$ cat config.mk
export PLATFORM = sky130hd
export DESIGN_NAME = channel_proxy
export DESIGN_NICKNAME = d
export VERILOG_FILES = /design/src/rtl/channel_proxy_pkg.sv /design/src/rtl/channel_proxy_chan_fifo.sv /design/src/rtl/channel_proxy.sv
export SDC_FILE = /design/constraint.sdc
export NUM_CORES = 1
export LEC_CHECK = 0
export CAP_MARGIN = 25
export CELL_PAD_IN_SITES_DETAIL_PLACEMENT = 1
export CELL_PAD_IN_SITES_GLOBAL_PLACEMENT = 1
export CORE_AREA = 2 2 153 155
export DETAILED_ROUTE_END_ITERATION = 10
export DIE_AREA = 0 0 155 157
export GPL_TIMING_DRIVEN = 0
export PLACE_DENSITY_LB_ADDON = 0.1
export REMOVE_ABC_BUFFERS = 1
export SLEW_MARGIN = 10
export SYNTH_ARGS = -nofsm -noshare
export SYNTH_HDL_FRONTEND = slang
export SYNTH_SLANG_ARGS = --single-unit
$ cat constraint.sdc
create_clock -name clk -period 3.81 [get_ports clk]
set_clock_uncertainty 0.15 [all_clocks]
set_input_delay 0.381 -clock clk [delete_from_list [all_inputs] [get_ports clk]]
set_output_delay 0.381 -clock clk [all_outputs]
set_load 0.02 [all_outputs]
$ cat src/rtl/channel_proxy_pkg.sv
// Shared widths and types for the channel proxy and its per-channel FIFOs.
package proxy_pkg;

  localparam int DATA_W = 8;
  localparam int CH_W   = 2;
  localparam int NUM_CH = 1 << CH_W;

  typedef logic [DATA_W-1:0] data_t;
  typedef logic [CH_W-1:0]   ch_id_t;

endpackage

$ cat src/rtl/channel_proxy_chan_fifo.sv
// Single-clock synchronous FIFO for one proxy channel; the caller gates push/pop
// with full/empty, and the head output holds the last popped value while empty.
module chan_fifo #(
  parameter int  DATA_W = 8,
  parameter int  DEPTH  = 4,
  localparam int PTR_W  = $clog2(DEPTH),
  localparam int OCC_W  = PTR_W + 1
) (
  input  logic              clk,
  input  logic              rst_n,
  input  logic              push,
  input  logic [DATA_W-1:0] push_data,
  input  logic              pop,
  output logic [DATA_W-1:0] head,
  output logic              full,
  output logic              empty,
  output logic [OCC_W-1:0]  occ
);

  logic [DATA_W-1:0] mem [DEPTH];
  logic [PTR_W-1:0]  wr_ptr;
  logic [PTR_W-1:0]  rd_ptr;
  logic [OCC_W-1:0]  occ_q;
  logic [DATA_W-1:0] last_q;

  // Pointers wrap naturally because DEPTH is a power of two.
  always_ff @(posedge clk or negedge rst_n) begin
    if (!rst_n) begin
      for (int i = 0; i < DEPTH; i++) mem[i] <= '0;
      wr_ptr <= '0;
      rd_ptr <= '0;
      occ_q  <= '0;
      last_q <= '0;
    end else begin
      if (push) begin
        mem[wr_ptr] <= push_data;
        wr_ptr      <= wr_ptr + PTR_W'(1);
      end
      if (pop) begin
        rd_ptr <= rd_ptr + PTR_W'(1);
        last_q <= mem[rd_ptr];
      end
      if (push && !pop)
        occ_q <= occ_q + OCC_W'(1);
      else if (!push && pop)
        occ_q <= occ_q - OCC_W'(1);
    end
  end

  assign full  = (occ_q == OCC_W'(DEPTH));
  assign empty = (occ_q == '0);
  assign occ   = occ_q;
  assign head  = empty ? last_q : mem[rd_ptr];

  a_no_push_full: assert property (@(posedge clk) disable iff (!rst_n) !(push && full));
  a_no_pop_empty: assert property (@(posedge clk) disable iff (!rst_n) !(pop && empty));

endmodule

$ cat src/rtl/channel_proxy.sv
// Receiving stage for the channel driver: returns ready, routes accepted bytes into
// per-channel FIFOs and keeps a wrapping accept counter per channel.
module channel_proxy
  import proxy_pkg::*;
#(
  parameter int  DEPTH = 4,
  parameter int  CNT_W = 8,
  localparam int OCC_W = $clog2(DEPTH) + 1
) (
  input  logic                    clk,
  input  logic                    rst_n,
  input  logic [DATA_W-1:0]       data,
  input  logic [CH_W-1:0]         channel_id,
  input  logic                    valid,
  output logic                    ready,
  output logic [NUM_CH*DATA_W-1:0] out_data,
  output logic [NUM_CH-1:0]       out_valid,
  input  logic [NUM_CH-1:0]       out_ready,
  output logic [NUM_CH*OCC_W-1:0] occupancy,
  output logic [NUM_CH*CNT_W-1:0] accept_cnt
);

  logic [NUM_CH-1:0] full;
  logic [NUM_CH-1:0] empty;
  logic [NUM_CH-1:0] push;
  logic [NUM_CH-1:0] pop;

  // Ready depends only on the addressed channel's fullness, never on valid.
  assign ready = !full[channel_id];

  for (genvar i = 0; i < NUM_CH; i++) begin : g_ch
    logic [CNT_W-1:0] cnt_q;

    assign push[i]      = valid && ready && (channel_id == ch_id_t'(i));
    assign pop[i]       = !empty[i] && out_ready[i];
    assign out_valid[i] = !empty[i];

    chan_fifo #(
      .DATA_W (DATA_W),
      .DEPTH  (DEPTH)
    ) u_fifo (
      .clk       (clk),
      .rst_n     (rst_n),
      .push      (push[i]),
      .push_data (data),
      .pop       (pop[i]),
      .head      (out_data[i*DATA_W +: DATA_W]),
      .full      (full[i]),
      .empty     (empty[i]),
      .occ       (occupancy[i*OCC_W +: OCC_W])
    );

    always_ff @(posedge clk or negedge rst_n) begin
      if (!rst_n)
        cnt_q <= '0;
      else if (push[i])
        cnt_q <= cnt_q + CNT_W'(1);
    end

    assign accept_cnt[i*CNT_W +: CNT_W] = cnt_q;
  end

endmodule

==> out/results.ini <==
[cells_and_area]
register_area_sq_mm=0.005505
final_common_cell=dfrtp_1
fin_nets=803
synthToLayoutAreaGrowth_pct=21.30
multi_input_area_sq_mm=0.004334
final_util_pct=53.95
fill_cells=2152
layout-drive-gt1-share_pct=38.79
mostFrequentLayoutCells=dfrtp_1, mux2_2, clkdlybuf4s50_1
antennaDiodeCount=0

[setup_path]
criticalPathCategory=reg -> out
reg2reg_setup_slack_ns=0.63
r2r_start=g_ch[0].u_fifo.occ[2]$_DFFE_PN0P_
required_ns=3.28
crit_path_start_kind=flip-flop
r2r_end=g_ch[0].u_fifo.occ[2]$_DFFE_PN0P_
crit_path_end_kind=primary output
cp_max_fo=10
cp_data_arrival_time_ns=2.78
rr_worst_depth=8

[die]
num_io_pins=98
die_x_microns=155
start_util_pct=44.48
die_h_microns=157
coreArea_sq_mm=0.02250
rows=55
die_area_sq_mm=0.02434

[synth]
async_flop_share_pct=100.0
syn_avg_cell_area_sq_um=15.26
synth_cells=656
ys_seq_area_share_pct=55.01
yosysUniqueCellTypes=25
synth-seq-cells=220
synthTopCellsByArea=dfrtp_1, mux2_2, mux4_2
synthDominantCellAreaShare_pct=55.01
yosysTopAreaCell=dfrtp_1
ys_dominant_reg_cell=dfrtp_1
synth_edf_count=0
syn_area_sq_mm=0.01001
synth_warnings=0

[clock_tree]
cts-root-buf=clkbuf_16
clkLatencyLatePin_ns=0.52
post_cts_resize_count=0
cts.sinks=220
cts.clk_slew.worst_paths_ns=0.06
clockBufferDepth=3
cts_buffers=25
cts_tree=yes
htreeDepth=1

[hold_path]
hp-class=in -> async

[power]
power.switching_mw=3.942
power_frac_comb_pct=41.9
p_sw_share_pct=33.75
p_leak_nw=5.271
ir_drop_v=0.0006457
internal-power_mw=7.739
power_mw=11.68
seqPwrFrac_pct=36.9
power.density_mw_per_mm2=962.1
clkPwrFrac_pct=21.2

[route]
wl_microns=22360
first_pass_iters=4
vias_per_cell=5.381
wl_per_cell_microns=21.07
first_iter_violations=222
route.vias.total=5709
detail-route-antenna-nets=0
drcViolationCount=0

[sta]
slew_headroom_pct=44.54
max_freq_ghz=0.3021
fin_crit_ns=3.311
drv_slew=0
final-setup-viol-count=0
fin_crit_sh_pct=86.89
setup-tns-final_ns=0
rsz0062_at_grt=no
worst_slew_pin_slew_ns=0.8293
final_hold_viol_count=0

[grt]
antenna_found_initial=0
grt_pass1_vias=6575
grt_first_pass_wirelength_microns=36780
overflow=0
grt_max_degree=119
grt_usage_pct=19.31

[placed_design]
routabilityCongestion=0.7335
numPortBuffers=97
hpwl_microns=14930

[outcome]
status=complete, no violations

[flow_run]
drv_cap=0

==> Yosys cell counts (4+ instances only) <==
master and instances:
nand3_1 4, or3_1 4, inv_1 13, xnor2_1 40, o21ai_0 4, clkbuf_1 16
mux4_2 32, nand4_1 19, mux2_2 200, buf_2 6, and3_1 9, nor2_1 6
ha_1 24, nand2_2 16, dfrtp_1 220, fa_1 4, buf_4 4, xor2_1 12
nand2_1 16
==> critical path, stage by stage, from the launching register on <==
cell             delay [ns]
dfrtp_1                0.77
mux4_2                 0.60
mux2_2                 0.33
clkdlybuf4s50_1        0.55
==> through the flow <==
| step | worst slack, ns | hold WS [ns] | area (sq um) | instances |
|---|---|---|---|---|
| 2_1_floorplan | 1.019 | -0.06459 | 9888 | 630 |
| 3_3_place_gp | -6.600 | 0.3122 | 11220 | 1012 |
| 3_5_place_dp | 0.5615 | 0.3187 | 11270 | 1015 |
| 4_1_cts | 0.4503 | 0.3205 | 12140 | 1061 |
| 5_1_grt | 0.3790 | 0.3499 | 12140 | 1061 |
| 6_report | 0.4994 | 0.3247 | 12140 | 1061 |
==> cells by family (layout without fill, tap and decap cells) <==
group | Yosys count | count (layout) | synth area share, %
buffers and inverters | 39 | 159 | 1.688
muxes | 233 | 233 | 29.97
DFF | 220 | 220 | 55.01
and+or+nand+nor | 78 | 78 | 4.388
adders and majority gates | 28 | 28 | 3.801
AOI/OAI and AO/OA | 6 | 6 | 0.6001
xor gates and xnor gates | 52 | 52 | 4.551
==> how the worst max path moves through the flow <==
stage | startpoint | to
floorplan | g_ch[0].u_fifo.occ[0]$_DFFE_PN0P_ | g_ch[0].u_fifo.occ[2]$_DFFE_PN0P_
global placement | rst_n | g_ch[1].cnt_q[2]$_DFFE_PN0P_
detailed placement | channel_id[0] | g_ch[1].u_fifo.occ[2]$_DFFE_PN0P_
CTS | g_ch[0].u_fifo.rd_ptr[0]$_DFFE_PN0P_ | out_data[4]
global route | g_ch[0].u_fifo.rd_ptr[0]$_DFFE_PN0P_ | out_data[4]
finish | g_ch[0].u_fifo.rd_ptr[0]$_DFFE_PN0P_ | out_data[4]
==> area by class of cell <==
cell class,instances,share of cell area [%]
clock inverters,14,1.247
flip-flops and latches,220,45.35
multi-input cells,397,35.70
repair buffers,101,8.533
clock buffers,31,5.833
inverters,13,0.4019
well taps,285,2.937
==> metal layers <==
layer / global-route usage (%) / vias up / share of wire, %
met5: 0 / - / 0
met4: 3.836 / 0 / 1.4
met3: 2.974 / 28 / 2.9
met2: 33.82 / 82 / 51
met1: 25.75 / 3021 / 45
li1: - / 2578 / -
==> sequential cells by signal, summed over array words and instances (netlist names) <==
register / cells
g_ch.cnt_q: 32
g_ch.u_fifo.mem: 128
g_ch.u_fifo.rd_ptr: 8
g_ch.u_fifo.last_q: 32
g_ch.u_fifo.occ: 12
g_ch.u_fifo.wr_ptr: 8
==> power groups by stage <==
stage | clock, mW | sequential [mW] | combinational [mW]
after detailed placement | 0 | 4.37 | 4.93
after global routing | 2.66 | 4.50 | 5.27
final | 2.47 | 4.31 | 4.89
after CTS | 2.56 | 4.34 | 4.98
after floorplan | 0 | 4.25 | 3.04
after global placement | 0 | 4.26 | 4.74
==> repair_timing <==
| item | CTS | global route |
|---|---|---|
| endpoints found under the hold margin | 102 | 0 |
| hold buffers | 1 | 0 |
| buffers inserted | 0 | 0 |
Power figures use the tool's default switching activity.
